<file path="config.mk">
export PLATFORM = sky130hd
export DESIGN_NAME = reg_scoreboard_mc
export DESIGN_NICKNAME = d
export VERILOG_FILES = /design/src/rtl/reg_scoreboard_mc_pkg.sv /design/src/rtl/reg_scoreboard_mc_sb_counter.sv /design/src/rtl/reg_scoreboard_mc.sv
export SDC_FILE = /design/constraint.sdc
export NUM_CORES = 1
export LEC_CHECK = 0
export ABC_AREA = 1
export CORE_MARGIN = 4
export CORE_UTILIZATION = 50
export CTS_CLUSTER_SIZE = 28
export DETAILED_ROUTE_END_ITERATION = 8
export PLACE_DENSITY = 0.81
export SLEW_MARGIN = 20
export SYNTH_ARGS = -nofsm -noshare
export SYNTH_HDL_FRONTEND = slang
export SYNTH_SLANG_ARGS = --single-unit
</file>
<file path="constraint.sdc">
create_clock -name clk -period 4.65 [get_ports clk]
set_input_delay 0.93 -clock clk [delete_from_list [all_inputs] [get_ports clk]]
set_output_delay 0.93 -clock clk [all_outputs]
set_load 0.01 [all_outputs]
</file>
<file path="src/rtl/reg_scoreboard_mc_pkg.sv">
// ---------------------------------------------------------------------------
// reg_scoreboard_mc_pkg
// Shared constants and types for the multi-count register scoreboard.
//   SB_NUM_REGS / SB_REG_IDX_W / SB_CNT_W / SB_NUM_WB : default geometry
//   lc3b_reg     : architectural register index
//   lc3b_sb_cnt  : per-register in-flight writer count
//   sb_dec_w()   : width needed to hold a per-cycle release count 0..num_wb
// ---------------------------------------------------------------------------
package reg_scoreboard_mc_pkg;

  localparam int SB_NUM_REGS  = 8;
  localparam int SB_REG_IDX_W = 3;
  localparam int SB_CNT_W     = 2;
  localparam int SB_NUM_WB    = 2;

  typedef logic [SB_REG_IDX_W-1:0] lc3b_reg;
  typedef logic [SB_CNT_W-1:0]     lc3b_sb_cnt;

  function automatic int sb_dec_w(input int num_wb);
    return (num_wb < 1) ? 1 : $clog2(num_wb + 1);
  endfunction

endpackage

</file>
<file path="src/rtl/reg_scoreboard_mc_sb_counter.sv">
// ---------------------------------------------------------------------------
// sb_counter
// One in-flight writer counter for a single architectural register.
// Ports:
//   clk, rst   : clock, synchronous active-high reset (count -> 0)
//   clear      : flush; count -> 0 next edge, inc/dec ignored
//   inc        : one new writer allocated this cycle
//   dec        : number of writers retiring this cycle (0..NUM_WB)
//   zero, one, max : decode of the registered count
//   nz_next    : next-state count is nonzero
//   underflow  : this cycle's update would go negative (clamped to 0)
// ---------------------------------------------------------------------------
module sb_counter #(
  parameter int CNT_W = 2,
  parameter int DEC_W = 2
) (
  input  logic             clk,
  input  logic             rst,
  input  logic             clear,
  input  logic             inc,
  input  logic [DEC_W-1:0] dec,
  output logic             zero,
  output logic             one,
  output logic             max,
  output logic             nz_next,
  output logic             underflow
);

  // Headroom for sign plus the larger of count and release widths.
  localparam int NET_W = ((CNT_W > DEC_W) ? CNT_W : DEC_W) + 2;

  logic [CNT_W-1:0]        cnt_q;
  logic [CNT_W-1:0]        cnt_d;
  logic signed [NET_W-1:0] net;

  // Negative results clamp to zero; the upper bound is guaranteed by the
  // issue path refusing to allocate at max.
  function automatic logic [CNT_W-1:0] clamp_low(input logic signed [NET_W-1:0] v);
    if (v < 0) return '0;
    return v[CNT_W-1:0];
  endfunction

  always_comb begin
    net = $signed({{(NET_W-CNT_W){1'b0}}, cnt_q})
        + $signed({{(NET_W-1){1'b0}}, inc})
        - $signed({{(NET_W-DEC_W){1'b0}}, dec});
    underflow = ~clear & (net < 0);
    cnt_d     = clear ? '0 : clamp_low(net);
  end

  always_ff @(posedge clk) begin
    if (rst) cnt_q <= '0;
    else     cnt_q <= cnt_d;
  end

  assign zero    = (cnt_q == '0);
  assign one     = (cnt_q == CNT_W'(1));
  assign max     = &cnt_q;
  assign nz_next = |cnt_d;

endmodule

</file>
<file path="src/rtl/reg_scoreboard_mc.sv">
// ---------------------------------------------------------------------------
// reg_scoreboard_mc
// Register scoreboard counting in-flight writers per architectural register.
// Allocation comes from issue, release from NUM_WB writeback ports.
// Ports:
//   clk, rst     : clock, synchronous active-high reset
//   issue_valid  : issuing instruction has a register destination
//   issue_kill   : squash the issue request
//   issue_dest   : destination register of the issuing instruction
//   wb_valid     : per-port writeback strobe
//   wb_dest      : packed writeback destinations, port k at [k*REG_IDX_W +: REG_IDX_W]
//   flush        : discard all in-flight writers
//   ready        : bit i high when register i has no in-flight writer
//   issue_full   : counter[issue_dest] is at maximum (combinational)
//   busy_any     : some counter is nonzero (registered)
//   err          : sticky underflow / illegal index flag, cleared by rst only
// Build option: define SCOREBOARD_WB_BYPASS_EN to forward a same-cycle final
// writeback into ready combinationally.
// ---------------------------------------------------------------------------
module reg_scoreboard_mc
  import reg_scoreboard_mc_pkg::*;
#(
  parameter int NUM_REGS  = SB_NUM_REGS,
  parameter int REG_IDX_W = SB_REG_IDX_W,
  parameter int CNT_W     = SB_CNT_W,
  parameter int NUM_WB    = SB_NUM_WB
) (
  input  logic                        clk,
  input  logic                        rst,
  input  logic                        issue_valid,
  input  logic                        issue_kill,
  input  logic [REG_IDX_W-1:0]        issue_dest,
  input  logic [NUM_WB-1:0]           wb_valid,
  input  logic [NUM_WB*REG_IDX_W-1:0] wb_dest,
  input  logic                        flush,
  output logic [NUM_REGS-1:0]         ready,
  output logic                        issue_full,
  output logic                        busy_any,
  output logic                        err
);

  localparam int DEC_W = sb_dec_w(NUM_WB);

`ifdef SCOREBOARD_WB_BYPASS_EN
  localparam bit WB_BYPASS = 1'b1;
`else
  localparam bit WB_BYPASS = 1'b0;
`endif

  logic [NUM_REGS-1:0] inc;
  logic [NUM_REGS-1:0] cnt_zero;
  logic [NUM_REGS-1:0] cnt_one;
  logic [NUM_REGS-1:0] cnt_max;
  logic [NUM_REGS-1:0] nz_next;
  logic [NUM_REGS-1:0] uflow;
  logic [DEC_W-1:0]    dec_cnt [NUM_REGS];
  logic                issue_fire;
  logic                illegal;
  logic                busy_any_q;
  logic                err_q;

  function automatic logic idx_legal(input logic [REG_IDX_W-1:0] idx);
    return int'(idx) < NUM_REGS;
  endfunction

  // Full flag decodes the registered count of the requested destination.
  always_comb begin
    issue_full = 1'b0;
    for (int i = 0; i < NUM_REGS; i++)
      if (issue_dest == REG_IDX_W'(i)) issue_full = cnt_max[i];
  end

  assign issue_fire = issue_valid & ~issue_kill & ~issue_full;

  // Port decode: one allocation and a release hit count per register.
  always_comb begin
    for (int i = 0; i < NUM_REGS; i++) begin
      inc[i]     = issue_fire & ~flush & (issue_dest == REG_IDX_W'(i));
      dec_cnt[i] = '0;
      for (int k = 0; k < NUM_WB; k++)
        if (wb_valid[k] && !flush && wb_dest[k*REG_IDX_W +: REG_IDX_W] == REG_IDX_W'(i))
          dec_cnt[i] = dec_cnt[i] + DEC_W'(1);
    end
  end

  // Out-of-range indices on any fired port are dropped and flagged.
  always_comb begin
    illegal = 1'b0;
    if (!flush) begin
      if (issue_fire && !idx_legal(issue_dest)) illegal = 1'b1;
      for (int k = 0; k < NUM_WB; k++)
        if (wb_valid[k] && !idx_legal(wb_dest[k*REG_IDX_W +: REG_IDX_W])) illegal = 1'b1;
    end
  end

  for (genvar g = 0; g < NUM_REGS; g++) begin : g_cnt
    sb_counter #(
      .CNT_W (CNT_W),
      .DEC_W (DEC_W)
    ) u_cnt (
      .clk       (clk),
      .rst       (rst),
      .clear     (flush),
      .inc       (inc[g]),
      .dec       (dec_cnt[g]),
      .zero      (cnt_zero[g]),
      .one       (cnt_one[g]),
      .max       (cnt_max[g]),
      .nz_next   (nz_next[g]),
      .underflow (uflow[g])
    );
  end

  // The last writer retiring this cycle (with no new writer) can release
  // the register immediately when forwarding is built in.
  always_comb begin
    for (int i = 0; i < NUM_REGS; i++)
      ready[i] = cnt_zero[i] |
                 (WB_BYPASS & cnt_one[i] & (dec_cnt[i] != '0) & ~inc[i]);
  end

  always_ff @(posedge clk) begin
    if (rst) begin
      busy_any_q <= 1'b0;
      err_q      <= 1'b0;
    end else begin
      busy_any_q <= |nz_next;
      err_q      <= err_q | illegal | (|uflow);
    end
  end

  assign busy_any = busy_any_q;
  assign err      = err_q;

endmodule

</file>
==> reports/results.txt, run 1 <==
The flow ran to the end, and the final reports show no timing, DRC or antenna violations. The total die area is 0.00525 mm2, and the overall die height is 72.5 um. The share of cell area taken by muxes after synthesis came out at 0%.

Data on the critical path arrives at its endpoint at 2.68 ns. The number of hold violations in the final report was 0; the complex-gate fraction of the synthesized area was 2.83%. The synthesized netlist net count is 379, and the largest driver fanout on the critical path is 9.

The critical setup path kind is in2out. The fraction of layout instances using a drive strength above 1 was 2.64%; the number of nets in the finished design was 398. The global-route wire length before repair was 7630 um; the internal power consumption was 277 uW.

The switching power share of the total was 29.3%; the vias after detailed routing was 1903. The adder and majority gate portion of the synthesized area is 27.0%, and the share of total power in sequential cells is 41.6%. The clock sink count was 18; the share of the clock period used by the worst path after layout was 77.7%.

For this design the static power due to leakage is 0.00125 uW. The type of element capturing the critical path is an output pin. The worst-case setup margin in the final layout was 1.04 ns. After synthesis, the largest family of logic cells by area is simple AND/OR/NAND/NOR gates. Prior to clock tree synthesis, the placed netlist has a worst setup slack of 0.843 ns. From synthesis to final layout, the design area changed by 13.5%.

For the number of pins exceeding their max-slew limit in the final report, the log shows 0. For the final database, setup skew stands at 0.00191 ns. The repair_antennas step left the layout with diodes totalling 0. The sort of element at the start of the critical path is an input pin. The tools report the count of hold buffers inserted by post-cts repair as 0. The portion of the post-synthesis area used by sequential elements came out at 17.3%. STA puts the critical path data required time at 3.72 ns. The synthesized netlist devotes 0% of its cell area to XOR and XNOR gates. Simple-gate share of the synthesized area: 35.2%. Starting density of the core: 52.0%. In this run the cell area of the synthesized design comes to 0.00208 mm2. Across the run, the number of max-cap violations was 0. For this design the ratio of total power to cell area is 166 mW/mm2.

The number of antenna violations at the first check in global routing is 0. Logic gate share of total power: 24.3%. Dividing the detail-routed wire length by the instance count gives 11.5 um. Setup repair after global routing left no endpoint under its margin.

The HPWL after detailed placement was 3730 um; the overall fraction of global-route tracks in use was 18.2%. Dividing the detail-routed via count by the number of cells gives 4.87. The worst pin sits at a relative slew slack of 52.7%.

The synthesized netlist contains 21 unique library cells. For the peak supply drop, the log shows 0.118 mV. The die is 72.5 um wide. For the number of detailed-routing iterations run before antenna repair, the log shows 4. For the pin with the worst max-slew slack, the measured transition is 0.708 ns. The count of buffers inserted at the top-level ports is 26, and the proportion of power drawn by the clock network is 34.1%. The clock root buffer was sky130_fd_sc_hd__clkbuf_8. For this run, the number of Yosys warnings is 0.

The number of instances resized during post-cts repair was 0. The run gives 0 as the post-CTS repair timing setup buffer count. The average instance in the mapped netlist occupies 6.43 um2. The tools report the achievable clock frequency as 277 MHz.

The routed design could run at a clock period as short as 3.61 ns. Clock latency on the worst-skew pair, taken at its later pin, is 0.26 ns. The row count is 23.

For the wire length after detailed routing, the log shows 4480 um. In this run, synthesis produced a sequential element count of 18. The tools report the number of levels in the clock H-tree as 1. In this run the power spent charging and discharging nets is 115 uW. The worst-case clock buffer depth is 2. The count of routing violations after the opening detailed-route iteration was 116. Routability-driven placement finished with a final weighted congestion of 0.866. For this run, design rule violations remaining after detail routing come to 0. Setup total negative slack on the finished layout was measured at 0 ns. The core region is 0.00400 mm2. The worst register-to-register path has a setup slack of 2.10 ns. The number of global-route vias before repair is 1795, and the overall overflow remaining after global route is 0. Setup violations remaining at the end of the flow were counted as 0. Clock-pin slew was measured on the worst setup and hold paths at 0.07 ns.

The path class of the tightest hold or removal check is reg2reg. The number of clock buffers added by TritonCTS is 3. TritonCTS built the clock tree.

The tools report the largest net degree at the start of global routing as 19. Pin placement for this block handled 27 I/O pins. The detail route stage leaves a number of antenna-violating nets equal to 0. The cell count after synthesis came out at 323.
worst max-delay path, stage by stage:
cell and delay [ns]:
sky130_fd_sc_hd__clkdlybuf4s50_1 0.53, sky130_fd_sc_hd__inv_1 0.05, sky130_fd_sc_hd__nor2_1 0.17, sky130_fd_sc_hd__nand3_1 0.11, sky130_fd_sc_hd__nand4_1 0.11, sky130_fd_sc_hd__nand2_2 0.13, sky130_fd_sc_hd__nand2_1 0.12, sky130_fd_sc_hd__clkdlybuf4s50_1 0.54
layer usage:
metal,part of all wire [%],track usage (%)
met5,0,0
met3,3.6,2.77
met2,48,32.4
met4,1.0,3.48
met1,48,23.3
metrics by stage:
step           instances  util [%]  hold WS (ns)  cell area [um2]  power, uW
3_5_place_dp         387      57.6         0.532             2300        262
3_3_place_gp         387      57.6         0.533             2300        260
6_report             391      59.0         0.553             2360        392
2_1_floorplan        323         -         0.558             2080        229
5_1_grt              391      59.0         0.595             2360        416
4_1_cts              391      59.0         0.557             2360        398
power by group through the flow:
stage / combinational [uW] / sequential (uW) / clock [uW]
detailed placement: 94.9 / 167 / 0
floorplan: 61.5 / 167 / 0
CTS: 95.5 / 163 / 139
global route: 108 / 164 / 144
finish: 95.1 / 163 / 134
global placement: 92.8 / 167 / 0
path summary, 6_finish.rpt:
check	cells past startpoint	from	to
hold / removal	4	err$_SDFF_PP0_	err$_SDFF_PP0_
hold reg to reg	4	err$_SDFF_PP0_	err$_SDFF_PP0_
setup reg to reg	15	g_cnt[6].u_cnt.cnt_q[1]$_SDFF_PP0_	busy_any$_SDFF_PP0_
setup / recovery	8	issue_dest[0]	issue_full
cell usage after synthesis (all sizes together):
cell,number,share of area [%]
clkbuf,1,0.18
nand4,11,3.3
nand2,56,10
nand3b,3,1.1
dfxtp,18,17
fa,8,7.7
inv,70,13
nand3,20,4.8
o21bai,1,0.36
nor3b,1,0.90
ha,32,19
nor2,82,15
a21oi,5,1.7
buf,12,4.9
o21ai,3,0.72
state kept, by name, summed over array words and instances, names as in the netlist:
name / count
busy_any: 1
err: 1
g_cnt.u_cnt.cnt_q: 16
cells by family (layout without fill, tap and decap cells):
family                   count (synthesis)  count (layout)
adder cells (fa/ha/maj)                 40              40
flip-flops                              18              18
buffers and inverters                   83             101
AO/OA/AOI/OAI                            9               9
AND/OR/NAND/NOR                        173             173
cell type report:
type | count | area (um2)
sequential | 18 | 360
multi-input combinational | 222 | 1350
tap | 50 | 62.6
fill | 386 | 1640
timing repair buffer | 27 | 268
inverter | 70 | 263
clock buffer | 4 | 55.1
placed cells by master (no fill, tap or decap), types with 3 or more instances in the layout:
master	netlist	routed
sky130_fd_sc_hd__dfxtp_1	18	18
sky130_fd_sc_hd__nand2_1	55	55
sky130_fd_sc_hd__clkdlybuf4s50_1	0	26
sky130_fd_sc_hd__ha_1	32	32
sky130_fd_sc_hd__nor2_1	82	82
sky130_fd_sc_hd__nand3b_1	3	3
sky130_fd_sc_hd__nand4_1	11	11
sky130_fd_sc_hd__nand3_1	20	20
sky130_fd_sc_hd__inv_1	69	69
sky130_fd_sc_hd__a21oi_1	4	4
sky130_fd_sc_hd__fa_1	8	8
sky130_fd_sc_hd__o21ai_0	3	3
sky130_fd_sc_hd__clkbuf_8	0	4
No activity file was read; power rests on OpenSTA's default activity.
==> run 2: changes to the inputs <==
==> constraint.sdc (replaced) <==
create_clock -name clk -period 3.7 [get_ports clk]
set_input_delay 0.74 -clock clk [delete_from_list [all_inputs] [get_ports clk]]
set_output_delay 0.74 -clock clk [all_outputs]
set_load 0.01 [all_outputs]
==> run 2 against run 1 <==
  * Clock power rose by 5%
  * Setup slack got worse by 0.71 ns
  * Register-to-register slack lost 0.96 ns
  * First-iteration DRC count unchanged
  * Critical endpoint is now busy_any$_SDFF_PP0_
  * Largest power group unchanged
  * Sequential power increased by 26%
  * Largest cell class unchanged
  * Highest routed layer unchanged
  * Power increased by 19%
==> reports/results.txt, run 2 (synthesis gave the netlist of run 1 again) <==
Measured against its own limit, the worst slew margin works out to 55.6%. The clock transition at the register clock pins on the worst setup and hold paths after CTS is 0.07 ns. The number of hold violations in the final report came out at 0. Summing all multi-input logic gate instances after layout gives 0.00135 mm2. The power density over cell area is 199 mW/mm2, and the growth of design area from synthesis to finish is 13.2%. Summing over every cut layer, the via total after detailed routing is 1911. For the HPWL after detailed placement, the log shows 3760 um. The largest register by flop count was g_cnt.u_cnt.cnt_q. With fillers left out, the area of the finished cells amounts to 0.00235 mm2. The register with the most flip-flops in the layout has 16 of them. On the critical path the largest part of the delay comes from simple AND/OR/NAND/NOR gates. The sum of negative setup slack was 0 ns; the number of antenna violations at the first check in global routing was 0. TritonCTS built the clock tree.

Max-cap violations in this run came to 0. The cell type with the highest occurrence count on the critical path is sky130_fd_sc_hd__nor2_1. Buffers inserted to repair hold after CTS numbered 0. The type of element capturing the critical path is a register. Based on the critical path, the design can be clocked at up to 296 MHz. In the layout the commonest cells are sky130_fd_sc_hd__nor2_1, sky130_fd_sc_hd__inv_1, sky130_fd_sc_hd__nand2_1. The number of setup buffers added after CTS is 0.

Share of the clock period used by the worst path after layout: 91.2%. The critical setup path kind is in2reg. Largest net degree at the start of global routing: 19. The wire length after detailed routing is 4440 um. The slowest stage cell on the critical path was sky130_fd_sc_hd__clkdlybuf4s50_1.

The number of buffers and inverters on the critical path is 3. Class of the most critical hold timing path: reg2reg. The overall die height works out to 72.5 um.

The starting density of the core came out at 52.0%. Pin placement for this block handled 27 I/O pins. Fraction of layout instances using a drive strength above 1: 2.64%.

Largest driver fanout on the critical path: 9. The area used by sequential logic in the layout is 360 um2. Routability-driven placement finished with a final weighted congestion of 0.891.

The x dimension of the die was 72.5 um. Setup repair after global routing left no endpoint under its margin. Dividing the detail-routed wire length by the instance count gives 11.4 um. The number of global-route vias before repair is 1839, and the detail-routed via count per cell is 4.89. At the pin with the least slew margin, the transition time is 0.663 ns. The most frequent standard cell in the layout excluding fill and tap cells is sky130_fd_sc_hd__nor2_1. Walking the worst path, the cells encountered are clkdlybuf4s50_1 -> inv_1 -> nor2_1 -> nand3_1 -> nand3_1 -> a21oi_4 -> nand4_1 -> ha_1 -> inv_1 -> fa_1 -> nand2_1 -> nor2_1 -> o21bai_1 -> nand2_1 -> nor2_1 -> nand2_1 -> nor2_1 -> nor2_1. Number of pins exceeding their max-slew limit in the final report: 0.

The run gives 18 as the clock sink count. The total overflow left after global routing is 0. The floorplan core area was 0.00400 mm2.

The run finished with clean final reports. The clock passes through at most 2 buffers. For the final database, setup skew stands at 0.00459 ns. The overall fraction of global-route tracks in use is 18.7%. CTS placed an instance of sky130_fd_sc_hd__clkbuf_8 at the clock tree root. The worst setup path is launched from an input pin.

The count of buffers inserted at the top-level ports is 26, and the number of instances resized during post-cts repair is 0. The first global-routing pass estimated 7750 um of wire. The time the worst path needs with I/O delays and setup came out at 3.37 ns. The analysis attributes to cell leakage a power of 0.00124 uW. The count of routing violations after the opening detailed-route iteration was 116; the peak supply drop was 0.171 mV. For the worst setup path, the data arrival time is 3.51 ns. In the routed design, unresolved DRC markers number 0.

In this design, the stage delay of the slowest critical-path cell is 0.53 ns. Clock latency on the worst-skew pair, taken at its later pin, is 0.26 ns. The first detailed-routing pass took 4 iterations. The run gives 1 as the number of levels in the clock H-tree. Counting the fill cells in the layout gives 399. In this run, CTS created clock tree buffers numbering 3. At the worst endpoint, the required time is 3.83 ns. The standard cell area after detailed placement came out at 0.00231 mm2.

The repair_antennas step left the layout with diodes totalling 0. The floorplan has 23 rows. The tools report the number of nets in the finished design as 399. The total die area was 0.00525 mm2; the final setup violation count was 0. For the number of nets with antenna violations after routing, the log shows 0.
[run 2: changes by cell type in the layout (fill, tap and decap cells not counted), sizes merged]
| cell | before | now |
|---|---|---|
| buf | 1 | 2 |
| clkbuf | 4 | 3 |
[run 2: layout make-up]
class	count	area share (%)
clock buffer	3	1.76
multi-input combinational	222	57.4
timing repair buffer	28	11.7
sequential	18	15.3
tap	50	2.66
inverter	70	11.2
[run 2: routing by layer]
metal,GRT usage (%),vias up,wire length [um]
met4,8.20,0,157
met1,23.3,853,2040
li1,-,1006,-
met2,31.4,42,2050
met5,0,-,0
met3,3.32,10,193
[run 2: final timing paths]
check	slack (ns)	endpoint	depth (start not counted)	from
hold reg to reg	0.58	err$_SDFF_PP0_	4	err$_SDFF_PP0_
setup / recovery	0.33	busy_any$_SDFF_PP0_	18	issue_dest[1]
setup reg to reg	1.14	busy_any$_SDFF_PP0_	15	g_cnt[6].u_cnt.cnt_q[1]$_SDFF_PP0_
hold / removal	0.58	err$_SDFF_PP0_	4	err$_SDFF_PP0_
[run 2: stage by stage]
stage	setup WS (ns)	cells	hold WS, ns	utilization [%]	total power, uW
4_1_cts	0.353	391	0.572	58.8	476
2_1_floorplan	0.842	323	0.558	-	287
3_3_place_gp	0.0713	388	0.526	57.8	329
6_report	0.326	391	0.576	58.8	468
3_5_place_dp	0.0777	388	0.552	57.8	331
5_1_grt	0.0905	391	0.644	58.8	504
[run 2: worst min-delay path, cell delays in order, from the launching register on]
cell	delay, ns
sky130_fd_sc_hd__dfxtp_1	0.32
sky130_fd_sc_hd__inv_1	0.06
sky130_fd_sc_hd__nand3_1	0.08
sky130_fd_sc_hd__nand2_1	0.06
sky130_fd_sc_hd__inv_1	0.03
[run 2: power breakdown]
group / leakage, uW / internal (uW) / switching, uW / total, uW
Clock: 0.0000216 / 72.6 / 68.7 / 141
Sequential: 0.000146 / 200 / 6.26 / 206
Combinational: 0.00108 / 54.1 / 66.0 / 120
Total: 0.00124 / 327 / 141 / 468
==> run 3: changes to the inputs <==
--- a/config.mk
+++ b/config.mk
@@ -8,6 +8,7 @@
 export ABC_AREA = 1
 export CORE_MARGIN = 4
 export CORE_UTILIZATION = 50
+export CTS_CLUSTER_DIAMETER = 120
 export CTS_CLUSTER_SIZE = 28
 export DETAILED_ROUTE_END_ITERATION = 8
 export PLACE_DENSITY = 0.81
==> results of run 3 <==
The final DEF is identical to that of run 2; final timing and power are the same.
